### src/rtl/ps2_kbd_rx.sv
// PS/2 keyboard receiver: frame capture, E0/F0 prefix decoding and a FWFT event FIFO.
// Optional build macro PS2_RX_PARITY_CHECK_EN enables rejection of frames with bad odd parity.
module ps2_kbd_rx #(
  parameter int FIFO_DEPTH_LOG2 = 3
) (
  input  logic                       clk,
  input  logic                       clrn,
  input  logic                       ps2_clk,
  input  logic                       ps2_data,
  input  logic                       rd_en,
  input  logic                       ovf_clr,
  output logic                       ev_valid,
  output logic [7:0]                 ev_code,
  output logic                       ev_break,
  output logic                       ev_ext,
  output logic [FIFO_DEPTH_LOG2:0]   ev_count,
  output logic                       overflow,
  output logic                       frame_err
);

  localparam int AW    = FIFO_DEPTH_LOG2;
  localparam int DEPTH = 1 << AW;
  localparam logic [AW:0] FULL_CNT = DEPTH[AW:0];
  localparam logic [7:0]  BYTE_EXT = 8'hE0;
  localparam logic [7:0]  BYTE_BRK = 8'hF0;

  typedef enum logic [1:0] {
    ST_IDLE    = 2'd0,
    ST_BRK     = 2'd1,
    ST_EXT     = 2'd2,
    ST_EXT_BRK = 2'd3
  } dec_state_e;

`ifdef PS2_RX_PARITY_CHECK_EN
  function automatic logic odd_parity_ok(input logic [7:0] data, input logic par);
    return ^{data, par};
  endfunction
`endif

  // Frame layout in the shift register: [0]=start, [8:1]=data, [9]=parity, [10]=stop.
  function automatic logic frame_ok(input logic [10:0] f);
    logic ok;
    ok = (f[0] == 1'b0) && (f[10] == 1'b1);
`ifdef PS2_RX_PARITY_CHECK_EN
    ok = ok && odd_parity_ok(f[8:1], f[9]);
`endif
    return ok;
  endfunction

  logic [2:0]   sync_q, sync_d;
  logic [3:0]   bit_cnt_q, bit_cnt_d;
  logic [10:0]  shift_q, shift_d;
  logic         frame_done_q, frame_done_d;
  logic         byte_vld_q, byte_vld_d;
  logic [7:0]   byte_q, byte_d;
  logic         frame_err_q, frame_err_d;
  dec_state_e   state_q, state_d;

  logic [9:0]   mem_q [DEPTH];
  logic [9:0]   mem_d [DEPTH];
  logic [AW-1:0] wr_ptr_q, wr_ptr_d;
  logic [AW-1:0] rd_ptr_q, rd_ptr_d;
  logic [AW:0]  count_q, count_d;
  logic         valid_q, valid_d;
  logic         ovf_q, ovf_d;

  logic         fall_s;
  logic         push_s;
  logic [9:0]   push_data_s;
  logic         pop_s;
  logic         push_ok_s;
  logic         drop_s;

  // Synchroniser, bit shifter and frame check pipeline.
  always_comb begin
    sync_d       = {sync_q[1:0], ps2_clk};
    fall_s       = (sync_q[2:1] == 2'b10);
    bit_cnt_d    = bit_cnt_q;
    shift_d      = shift_q;
    frame_done_d = 1'b0;
    if (fall_s) begin
      shift_d = {ps2_data, shift_q[10:1]};
      if (bit_cnt_q == 4'd10) begin
        bit_cnt_d    = 4'd0;
        frame_done_d = 1'b1;
      end else begin
        bit_cnt_d = bit_cnt_q + 4'd1;
      end
    end else begin
      bit_cnt_d = bit_cnt_q;
    end
    frame_err_d = frame_done_q & ~frame_ok(shift_q);
    byte_vld_d  = frame_done_q &  frame_ok(shift_q);
    byte_d      = frame_done_q ? shift_q[8:1] : byte_q;
  end

  // Prefix decoder: E0/F0 only move the state, any other byte emits one event.
  always_comb begin
    state_d     = state_q;
    push_s      = 1'b0;
    push_data_s = {2'b00, byte_q};
    if (byte_vld_q) begin
      if (byte_q == BYTE_EXT) begin
        case (state_q)
          ST_IDLE: state_d = ST_EXT;
          default: state_d = state_q;
        endcase
      end else if (byte_q == BYTE_BRK) begin
        case (state_q)
          ST_IDLE: state_d = ST_BRK;
          ST_EXT:  state_d = ST_EXT_BRK;
          default: state_d = state_q;
        endcase
      end else begin
        push_s      = 1'b1;
        push_data_s = {(state_q == ST_EXT) || (state_q == ST_EXT_BRK),
                       (state_q == ST_BRK) || (state_q == ST_EXT_BRK),
                       byte_q};
        state_d     = ST_IDLE;
      end
    end else begin
      state_d = state_q;
    end
  end

  // Event FIFO; a pop frees the slot so a same-cycle push into a full FIFO is accepted.
  always_comb begin
    mem_d     = mem_q;
    wr_ptr_d  = wr_ptr_q;
    rd_ptr_d  = rd_ptr_q;
    count_d   = count_q;
    pop_s     = rd_en & valid_q;
    push_ok_s = push_s & ((count_q != FULL_CNT) | pop_s);
    drop_s    = push_s & ~push_ok_s;
    if (push_ok_s) begin
      mem_d[wr_ptr_q] = push_data_s;
      wr_ptr_d        = wr_ptr_q + AW'(1'b1);
    end else begin
      wr_ptr_d = wr_ptr_q;
    end
    if (pop_s) begin
      rd_ptr_d = rd_ptr_q + AW'(1'b1);
    end else begin
      rd_ptr_d = rd_ptr_q;
    end
    case ({push_ok_s, pop_s})
      2'b10:   count_d = count_q + {{AW{1'b0}}, 1'b1};
      2'b01:   count_d = count_q - {{AW{1'b0}}, 1'b1};
      default: count_d = count_q;
    endcase
    valid_d = (count_d != {(AW+1){1'b0}});
    if (drop_s) begin
      ovf_d = 1'b1;
    end else if (ovf_clr) begin
      ovf_d = 1'b0;
    end else begin
      ovf_d = ovf_q;
    end
  end

  // State registers.
  always_ff @(posedge clk or negedge clrn) begin
    if (!clrn) begin
      sync_q       <= 3'b111;
      bit_cnt_q    <= 4'd0;
      shift_q      <= 11'd0;
      frame_done_q <= 1'b0;
      byte_vld_q   <= 1'b0;
      byte_q       <= 8'd0;
      frame_err_q  <= 1'b0;
      state_q      <= ST_IDLE;
      wr_ptr_q     <= {AW{1'b0}};
      rd_ptr_q     <= {AW{1'b0}};
      count_q      <= {(AW+1){1'b0}};
      valid_q      <= 1'b0;
      ovf_q        <= 1'b0;
      for (int i = 0; i < DEPTH; i++) begin
        mem_q[i] <= 10'd0;
      end
    end else begin
      sync_q       <= sync_d;
      bit_cnt_q    <= bit_cnt_d;
      shift_q      <= shift_d;
      frame_done_q <= frame_done_d;
      byte_vld_q   <= byte_vld_d;
      byte_q       <= byte_d;
      frame_err_q  <= frame_err_d;
      state_q      <= state_d;
      wr_ptr_q     <= wr_ptr_d;
      rd_ptr_q     <= rd_ptr_d;
      count_q      <= count_d;
      valid_q      <= valid_d;
      ovf_q        <= ovf_d;
      mem_q        <= mem_d;
    end
  end

  assign ev_valid  = valid_q;
  assign ev_code   = mem_q[rd_ptr_q][7:0];
  assign ev_break  = mem_q[rd_ptr_q][8];
  assign ev_ext    = mem_q[rd_ptr_q][9];
  assign ev_count  = count_q;
  assign overflow  = ovf_q;
  assign frame_err = frame_err_q;

endmodule

### config.mk
export PLATFORM = sky130hd
export DESIGN_NAME = ps2_kbd_rx
export DESIGN_NICKNAME = d
export VERILOG_FILES = /design/src/rtl/ps2_kbd_rx.sv
export SDC_FILE = /design/constraint.sdc
export NUM_CORES = 1
export LEC_CHECK = 0
export ABC_AREA = 1
export BUFFER_PORTS_ARGS = -buffer_cell sky130_fd_sc_hd__buf_2
export CAP_MARGIN = 30
export CORE_MARGIN = 3
export CORE_UTILIZATION = 45
export CTS_CLUSTER_DIAMETER = 120
export DETAILED_ROUTE_END_ITERATION = 8
export PLACE_DENSITY = 0.72
export SLEW_MARGIN = 25
export SYNTH_ARGS = -nofsm -noshare
export SYNTH_HDL_FRONTEND = slang
export SYNTH_SLANG_ARGS = --single-unit
### constraint.sdc
create_clock -name clk -period 3.2 [get_ports clk]
set_clock_uncertainty 0.15 [all_clocks]
set_input_delay 0.16 -clock clk [delete_from_list [all_inputs] [get_ports clk]]
set_output_delay 0.16 -clock clk [all_outputs]
set_load 0.03 [all_outputs]
==> metrics.yaml <==
die_h_um: 122
fillers: 1146
hold_class: "reg -> reg"
rows: 41
min_period_ps: 2840
multiInputGateArea_um2: 2570
dr.pass1.iters: 5
p_sw_mw: 1.91
numCtsBuffers: 17
rsz0062_at_grt: "no"
max_freq_ghz: 0.353
fin_util: 0.533
hp-start: "sync_q[0]"
synth.avg_cell_area_um2: 8.39
r2r_setup_slack_ps: 360
syn_inst: 726
grt_pass1_vias: 5099
reg2reg_depth: 16
place_inst: 883
grt_overflow_total: 0
pwr-share-clk: 0.357
leakagePower_nw: 3.60
antennaDiodeCount: 0
core_area_um2: 12900
hpwlAfterDp_um: 9640
tightest_slew_ps: 928
cts_buffer_depth: 2
crit_type: "reg -> reg"
h-tree-depth: 4
timing.rr.start: "byte_q[6]"
r2r_end: "ev_valid"
final_cell_mix: "nand2_1, dfrtp_1, nand4_1"
drc: 0
ant_nets: 0
synth.ff_latch_count: 123
ys_types: 29
cts.repair.resized: 0
seqCellArea_um2: 3080
p_per_area_nw_per_um2: 770
drv_cap: 0
vias: 5280
start_util: 0.471
gp_congestion: 0.847
synth_fp_nets: 737
avgViaCountPerCell: 5.75
grt_antenna_before_repair: 0
switching_share: 0.360
relSlewSlack: 0.381
numPortBuffers: 22
cts-root-buf: "clkbuf_16"
grt_start_max_net_pins: 124
io_pins: 23
drive_gt1_frac: 0.126
crit_arrival_ps: 2990
postCtsSetupRepairBufs: 0
yosysSeqAreaShare: 0.506
tns_ps: 0
final_common_cell: "nand2_1"
syn-cell-area_um2: 6090
pwr-share-seq: 0.358
clkTransAtPathRegs_ps: 50
syn_to_final_growth_pct: 13.2
die_w_um: 122
instances_no_fill: 919
worst_ep_required_time_ps: 3350
power_frac_comb: 0.285
status: "finished, final reports clean"
nets: 746
cts_tree: "yes"
hold_violations: 0
min_to: "sync_q[1]"
irDropWorstVdd_uv: 522
crit_path_max_fanout: 10
dieArea_um2: 15000
min_path_cells: 0
crit_path_end_kind: "flip-flop"
clock-sinks: 123
critPathLaunchType: "flip-flop"
clk_latency_ps: 420
holdBufCountCts: 5
grt_use_total: 0.225
fin_crit_sh: 0.886
wl_um: 15800
wire_per_inst_um: 17.2
setup_viol: 0
final_max_slew_viol_count: 0
grt_pass1_wl_um: 25900
synth-warning-count: 0
intPower_mw: 3.40
drt-initial-drc-count: 639
cells by family (layout without fill, tap and decap cells):
group           Yosys count  in the layout  synth area share
simple gates            419            419             0.313
buf+inv                  90            111            0.0721
compound gates           64             64            0.0592
fa+ha+maj                 5              5            0.0103
xor+xnor                  5              5           0.00719
flops                   123            123             0.506
mux                      20             20            0.0329
cells in the mapped netlist (all sizes together):
cell    number  area [um^2]
nand2      267         1010
dfrtp      120         3000
o211ai       1         7.51
ha           5         62.6
mux2i       20          200
inv         36          135
o22ai       21          131
o21ai       40          211
nand4       89          607
or2          1         6.26
nand3       13         65.1
xor2         4         35.0
dfstp        3         78.8
nand3b       1         7.51
clkbuf      24         90.1
nor2        45          189
xnor2        1         8.76
nor3         3         15.0
buf         30          214
a21oi        2         10.0
through the flow:
step | setup slack, ps | power [mW] | hold slack [ps] | area (um^2)
2_1_floorplan | 550 | 3.00 | -286 | 6090
3_3_place_gp | 520 | 3.34 | 115 | 6260
3_5_place_dp | 407 | 3.41 | 116 | 6260
4_1_cts | 384 | 5.31 | 206 | 6890
5_1_grt | 143 | 5.57 | 211 | 6890
6_report | 364 | 5.31 | 205 | 6890
layout make-up:
| class | instances | share of cell area |
|---|---|---|
| Sequential cell | 123 | 0.447 |
| Multi-Input combinational cell | 513 | 0.373 |
| Clock buffer | 23 | 0.0722 |
| Timing Repair Buffer | 44 | 0.0439 |
| Tap cell | 172 | 0.0312 |
| Inverter | 36 | 0.0196 |
| Clock inverter | 8 | 0.0131 |
state kept, by name (all words and copies together) (netlist names):
name and cells:
mem_q 80, shift_q 11, byte_q 8, bit_cnt_q 4, ev_count 4, rd_ptr_q 3
sync_q 3, wr_ptr_q 3, state_q 2, byte_vld_q 1, ev_valid 1, frame_done_q 1
frame_err 1, overflow 1
power groups by stage:
stage / combinational, mW / sequential, mW / clock (mW)
4_1_cts: 1.50 / 1.89 / 1.91
5_1_grt: 1.65 / 1.92 / 2.00
3_5_place_dp: 1.50 / 1.92 / 0
6_report: 1.51 / 1.90 / 1.90
3_3_place_gp: 1.44 / 1.90 / 0
2_1_floorplan: 1.11 / 1.88 / 0
worst max-delay path: stages (launching register included):
cell and delay (ps):
dfrtp_1 540, nand2_2 120, nor2_2 220, nand2_1 110
nand2_2 100, nor2_4 50, nand2_2 90, ha_1 230
inv_1 70, nand2_1 60, nand2_1 70, ha_1 270
nand2_1 60, o21ai_0 90, or2_2 280, nor2_1 110
nand3_1 80
routing by layer:
metal	share of wire	up-vias	global-route usage	wire (um)
li1	-	2456	-	-
met5	0	-	0	0
met4	0.036	0	0.113	563
met2	0.45	276	0.337	7150
met3	0.086	48	0.0576	1360
met1	0.43	2500	0.306	6750
how the worst max path moves through the flow:
| stage | startpoint | endpoint | cells after the start |
|---|---|---|---|
| global route | byte_q[7] | ev_valid | 16 |
| floorplan | byte_q[0] | ev_valid | 19 |
| finish | byte_q[6] | ev_valid | 16 |
| detailed placement | byte_q[6] | ev_valid | 16 |
| global placement | byte_q[1] | ev_valid | 17 |
| CTS | byte_q[6] | ev_valid | 16 |
Power figures use the tool's default switching activity.
